--- src/rtl/mac_acc_seq_pkg.sv ---
// Shared types and constants for the MAC accumulator sequencer.
// Provides a default for `MAC_ACC_WIDTH when the surrounding build has not set one.
`ifndef MAC_ACC_WIDTH
`define MAC_ACC_WIDTH 16
`endif

package mac_acc_seq_pkg;

    typedef enum logic [1:0] {
        ST_IDLE  = 2'd0,
        ST_ACCUM = 2'd1,
        ST_DONE  = 2'd2
    } seq_state_e;

    localparam int STALL_W = 16;

endpackage

--- src/rtl/accumulate.sv ---
// Running-sum register: load init_val on reset, otherwise add din when en is high.
// Addition wraps modulo 2^W.
module accumulate #(
    parameter int W = 16
) (
    input  logic         clk,
    input  logic         reset,
    input  logic [W-1:0] init_val,
    input  logic [W-1:0] din,
    input  logic         en,
    output logic [W-1:0] acc
);

    logic [W-1:0] acc_q;
    logic [W-1:0] acc_d;

    always_comb begin
        acc_d = acc_q;
        if (en) begin
            acc_d = acc_q + din;
        end
    end

    // NOTE: sequential state uses non-blocking assignments so every flop samples pre-edge values.
    always_ff @(posedge clk) begin
        if (reset) begin
            acc_q <= init_val;
        end else begin
            acc_q <= acc_d;
        end
    end

    assign acc = acc_q;

endmodule

--- src/rtl/mac_acc_seq.sv ---
// Command-driven sequencer owning the accumulator's load and operand gating.
// Optional stall counter port enabled by defining MAC_SEQ_STALL_CNT_EN.
module mac_acc_seq
    import mac_acc_seq_pkg::*;
#(
    parameter int ACC_W = `MAC_ACC_WIDTH,
    parameter int LEN_W = 8
) (
    input  logic             clk,
    input  logic             reset,
    input  logic             cmd_valid,
    output logic             cmd_ready,
    input  logic [LEN_W-1:0] cmd_len,
    input  logic [ACC_W-1:0] cmd_init,
    input  logic             op_valid,
    output logic             op_ready,
    input  logic [ACC_W-1:0] op_data,
    output logic             res_valid,
    input  logic             res_ready,
    output logic [ACC_W-1:0] res_data,
    output logic             busy
`ifdef MAC_SEQ_STALL_CNT_EN
    ,
    output logic [STALL_W-1:0] stall_cycles
`endif
);

    seq_state_e       state_q, state_d;
    logic [LEN_W-1:0] rem_q, rem_d;

    logic             cmd_hs;
    logic             op_hs;
    logic             res_hs;
    logic             acc_load;
    logic [ACC_W-1:0] acc_init;
    logic [ACC_W-1:0] acc_din;
    logic [ACC_W-1:0] acc_val;

    // Handshake outputs decode registered state only, so no input-to-output path exists.
    assign cmd_ready = (state_q == ST_IDLE);
    assign op_ready  = (state_q == ST_ACCUM);
    assign res_valid = (state_q == ST_DONE);
    assign busy      = (state_q != ST_IDLE);
    assign res_data  = acc_val;

    assign cmd_hs = cmd_valid & cmd_ready;
    assign op_hs  = op_valid & op_ready;
    assign res_hs = res_valid & res_ready;

    // The accumulator has no enable, so idle cycles feed it zero instead.
    assign acc_load = reset | cmd_hs;
    assign acc_init = reset ? '0 : cmd_init;
    assign acc_din  = op_hs ? op_data : '0;

    accumulate #(
        .W(ACC_W)
    ) u_acc (
        .clk      (clk),
        .reset    (acc_load),
        .init_val (acc_init),
        .din      (acc_din),
        .en       (1'b1),
        .acc      (acc_val)
    );

    always_comb begin
        state_d = state_q;
        rem_d   = rem_q;
        unique case (state_q)
            ST_IDLE: begin
                if (cmd_hs) begin
                    rem_d   = cmd_len;
                    state_d = (cmd_len != '0) ? ST_ACCUM : ST_DONE;
                end
            end
            ST_ACCUM: begin
                if (op_hs) begin
                    rem_d = rem_q - LEN_W'(1);
                    if (rem_q == LEN_W'(1)) begin
                        state_d = ST_DONE;
                    end
                end
            end
            ST_DONE: begin
                if (res_hs) begin
                    state_d = ST_IDLE;
                end
            end
            default: begin
                state_d = ST_IDLE;
            end
        endcase
    end

    always_ff @(posedge clk) begin
        if (reset) begin
            state_q <= ST_IDLE;
            rem_q   <= '0;
        end else begin
            state_q <= state_d;
            rem_q   <= rem_d;
        end
    end

`ifdef MAC_SEQ_STALL_CNT_EN
    logic [STALL_W-1:0] stall_q, stall_d;
    logic               stall_evt;

    assign stall_evt = ((state_q == ST_ACCUM) && !op_valid) ||
                       ((state_q == ST_DONE)  && !res_ready);

    always_comb begin
        stall_d = stall_q;
        if (cmd_hs) begin
            stall_d = '0;
        end else if (stall_evt && (stall_q != '1)) begin
            stall_d = stall_q + STALL_W'(1);
        end
    end

    always_ff @(posedge clk) begin
        if (reset) begin
            stall_q <= '0;
        end else begin
            stall_q <= stall_d;
        end
    end

    assign stall_cycles = stall_q;
`endif

endmodule
--- config.mk ---
export PLATFORM = sky130hd
export DESIGN_NAME = mac_acc_seq
export DESIGN_NICKNAME = d
export VERILOG_FILES = /design/src/rtl/mac_acc_seq_pkg.sv /design/src/rtl/accumulate.sv /design/src/rtl/mac_acc_seq.sv
export SDC_FILE = /design/constraint.sdc
export NUM_CORES = 1
export LEC_CHECK = 0
export BUFFER_PORTS_ARGS = -buffer_cell sky130_fd_sc_hd__buf_4
export CAP_MARGIN = 0
export CORE_MARGIN = 2
export CORE_UTILIZATION = 30
export CTS_CLUSTER_DIAMETER = 50
export DETAILED_ROUTE_END_ITERATION = 10
export HOLD_SLACK_MARGIN = 0.12
export REMOVE_ABC_BUFFERS = 1
export SLEW_MARGIN = 20
export SYNTH_ARGS = -nofsm -noshare
export SYNTH_HDL_FRONTEND = slang
export SYNTH_SLANG_ARGS = --single-unit
--- constraint.sdc ---
create_clock -name clk -period 3 [get_ports clk]
set_input_delay 0.15 -clock clk [delete_from_list [all_inputs] [get_ports clk]]
set_output_delay 0.15 -clock clk [all_outputs]
set_load 0.02 [all_outputs]
==> flow_summary.rst <==
.. list-table::
   :header-rows: 1

   * - Metric
     - Value
   * - Synthesized instance count
     - 294
   * - Largest net degree at the start of global routing
     - 29
   * - Die ar.
     - 0.00787 sq mm
   * - Worst-case headroom to the max-slew limit
     - 61.3%
   * - CP Capture Type
     - flip-flop
   * - EDFF count, synth
     - 0
   * - Worst endpoint required time
     - 3.23 ns
   * - Fraction of layout instances using a drive strength above 1
     - 22.7%
   * - Post-DR wirelength/cell
     - 14.1 um
   * - Number of rows created at floorplan
     - 30
   * - Synthesis Warnings
     - 0
   * - Setup repair after global routing missed its margin
     - no
   * - Maximum net fanout on the critical path
     - 11
   * - Setup crit start kind
     - flip-flop
   * - Filler Cell Count
     - 730
   * - Via count of the first global-routing pass
     - 2390
   * - WL final
     - 6.45 mm
   * - LEAKAGE
     - 1.39 nW
   * - Post-synth top area share
     - 24.2%
   * - Synth area leader
     - dfxtp_1
   * - Worst path slowest cell
     - a311o_2
   * - VDD IR-drop max
     - 247 uV
   * - Core area
     - 0.00687 sq mm
   * - Dominant cell by count in the synthesized netlist
     - nand2_1
   * - CTS resizes
     - 0
   * - Crit path time final
     - 2.78 ns
   * - Clock net sink count
     - 26
   * - Count of state elements after synthesis
     - 26
   * - Synthesized cell area
     - 0.00215 sq mm
   * - Post-Layout Cell Count
     - 457
   * - Hpwl dp
     - 4.82 mm
   * - F_max
     - 359 MHz
   * - Maximum level of the CTS H-tree
     - 1
   * - Hold Startpoint
     - cmd_init[11]
   * - Placer's final routability congestion estimate
     - 0.882
   * - Latest clock arrival within the worst-skew pair
     - 0.28 ns
   * - Path category of the worst min-delay check
     - primary input to flip-flop
   * - Slew at the pin with the worst max-slew slack
     - 0.579 ns
   * - Crit Path Category
     - flip-flop to flip-flop
   * - P per Cell Area
     - 415 mW/mm^2
   * - Floorplan die width
     - 88.7 um
   * - Ordered list of cells on the worst path
     - nand2b_1 > inv_1 > buf_4 > and3_1 > fa_1 > a21o_1 > a311o_2 > a211o_1 > a2111o_1 > nand3_2
   * - Setup clock skew after layout
     - 0.00221 ns
   * - Worst r2r src
     - state_q[1]$_SDFFE_PP0P_
   * - Post-route ant nets
     - 0
   * - Max-slew violation total from the final report
     - 0
   * - Post-CTS setup repair buffer count
     - 0
   * - I/O pin cnt
     - 65
   * - Count of TritonRoute iterations in the first routing pass
     - 4
   * - Clock buffer count from CTS
     - 3
   * - Final-stage net count
     - 425
   * - Initial antenna violation count
     - 0
   * - Area growth syn-to-layout
     - 34.5%
   * - Data arrival time of the critical path
     - 3.01 ns
   * - Synth top area cells
     - dfxtp_1 24%, ha_1 9.9%, a21oi_1 7.4%
   * - CTS tree
     - done
   * - Initial DRC count
     - 125
   * - Area after detailed placement
     - 0.00275 sq mm
   * - Total number of vias
     - 2434
   * - Count of cell types in the netlist
     - 51
   * - Origin of the worst setup path
     - state_q[1]$_SDFFE_PP0P_
   * - Residual DRC
     - 0
   * - All-layer global routing usage
     - 17.1%
   * - Stage delay of the slowest cell on the critical path
     - 0.45 ns
   * - Clk pin slew, worst setup/hold paths
     - 0.10 ns
   * - Most used flip-flop cell after synthesis
     - dfxtp_1
   * - Number of I/O port buffers
     - 64
   * - Quantity of hold-fixing buffers added after cts
     - 8
   * - Number of endpoints with negative hold slack in the final report
     - 0
   * - Placed cells
     - 445
   * - Final cell area excluding filler cells
     - 0.00290 sq mm
   * - Final worst path period share
     - 92.7%
   * - Buffer levels on the longest clock path
     - 2
   * - Average cell area after synthesis
     - 7.32 sq um
   * - Number of violations of the max-capacitance limit
     - 0
   * - Drt via density
     - 5.33
   * - Portion of the post-synthesis area used by sequential elements
     - 24.2%
   * - Final setup violation count
     - 0
   * - Async SR Flop Fraction
     - 0%
   * - Commonest cells post-synth
     - 33 x nand2_1, 32 x a21oi_1, 26 x dfxtp_1
   * - Leftover overflow at the end of global routing
     - 0
   * - Number of diodes added for antenna fixing
     - 0
   * - Status
     - complete, no violations
   * - Initial Util
     - 31.3%
   * - Worst hold slack
     - 0.128 ns
   * - Die Y
     - 88.7 um
   * - First-pass GRT wire length
     - 10.9 mm
   * - Cell at the root of the clock tree
     - clkbuf_8
[metrics by stage]
| stage | setup TNS [ns] | power (mW) | util, % | setup WS [ns] |
|---|---|---|---|---|
| floorplan | -1.45 | 0.705 | - | -0.386 |
| global placement | 0 | 0.893 | 40.0 | 0.268 |
| detailed placement | 0 | 0.896 | 40.0 | 0.243 |
| CTS | 0 | 1.21 | 42.2 | 0.212 |
| global route | 0 | 1.29 | 42.2 | 0.0494 |
| finish | 0 | 1.20 | 42.2 | 0.218 |
[cells by family after synthesis]
group,after synthesis,synth area share (%)
simple gates,129,30.8
compound gates,94,28.4
flops,26,24.2
buf+inv,23,4.13
fa+ha+maj,18,10.8
xor+xnor,3,1.22
mux,1,0.465
[critical path: cells and delay by family, from the launching register on]
family / cells / cell delay, ns
AND/OR/NAND/NOR: 3 / 0.40
flip-flops: 1 / 0.33
adder cells (fa/ha/maj): 1 / 0.44
buffers and inverters: 2 / 0.22
AO/OA/AOI/OAI: 4 / 1.34
[layout by cell type, fill, tap and decap left out, drive strengths merged, types with 6 or more instances in the layout]
master / count
a211oi: 11
a21o: 8
a21oi: 32
and3: 23
buf: 70
dfxtp: 26
dlygate4sd3: 8
ha: 17
inv: 8
nand2: 33
nand3: 20
nor2: 18
nor3: 9
nor4: 6
o21ai: 16
[state kept, by name, indices dropped and copies added (netlist names)]
register / flops
rem_q: 8
state_q: 2
u_acc.acc: 16
[final timing paths]
check | end | slack [ns] | depth (start not counted)
worst min register to register | rem_q[7]$_SDFFE_PP0P_ | 0.48 | 2
worst min-delay path | u_acc.acc[11]$_DFF_P_ | 0.13 | 3
worst max-delay path | u_acc.acc[12]$_DFF_P_ | 0.22 | 10
worst max register to register | u_acc.acc[12]$_DFF_P_ | 0.22 | 10
[power by group]
part | switching, mW | internal [mW] | leakage, nW
sequential | 0.0315 | 0.387 | 0.215
combinational | 0.269 | 0.211 | 1.14
clock | 0.124 | 0.179 | 0.0357
[per-layer routing]
layer  up-vias  GRT usage, %  part of all wire (%)
met2        75          29.0                    47
li1       1245             -                     -
met5         -             0                     0
met4         0          2.89                  0.51
met3         4          3.26                   5.3
met1      1110          22.9                    47
[layout make-up]
type,count,area [sq um],area share [%]
tap,96,120,4.15
timing repair buffer,78,606,20.9
clock buffer,3,41.3,1.43
inverter,8,30.0,1.04
multi-input combinational,245,1550,53.5
sequential,26,520,18.0
clock inverter,1,30.0,1.04
(Power assumes the default switching activity.)
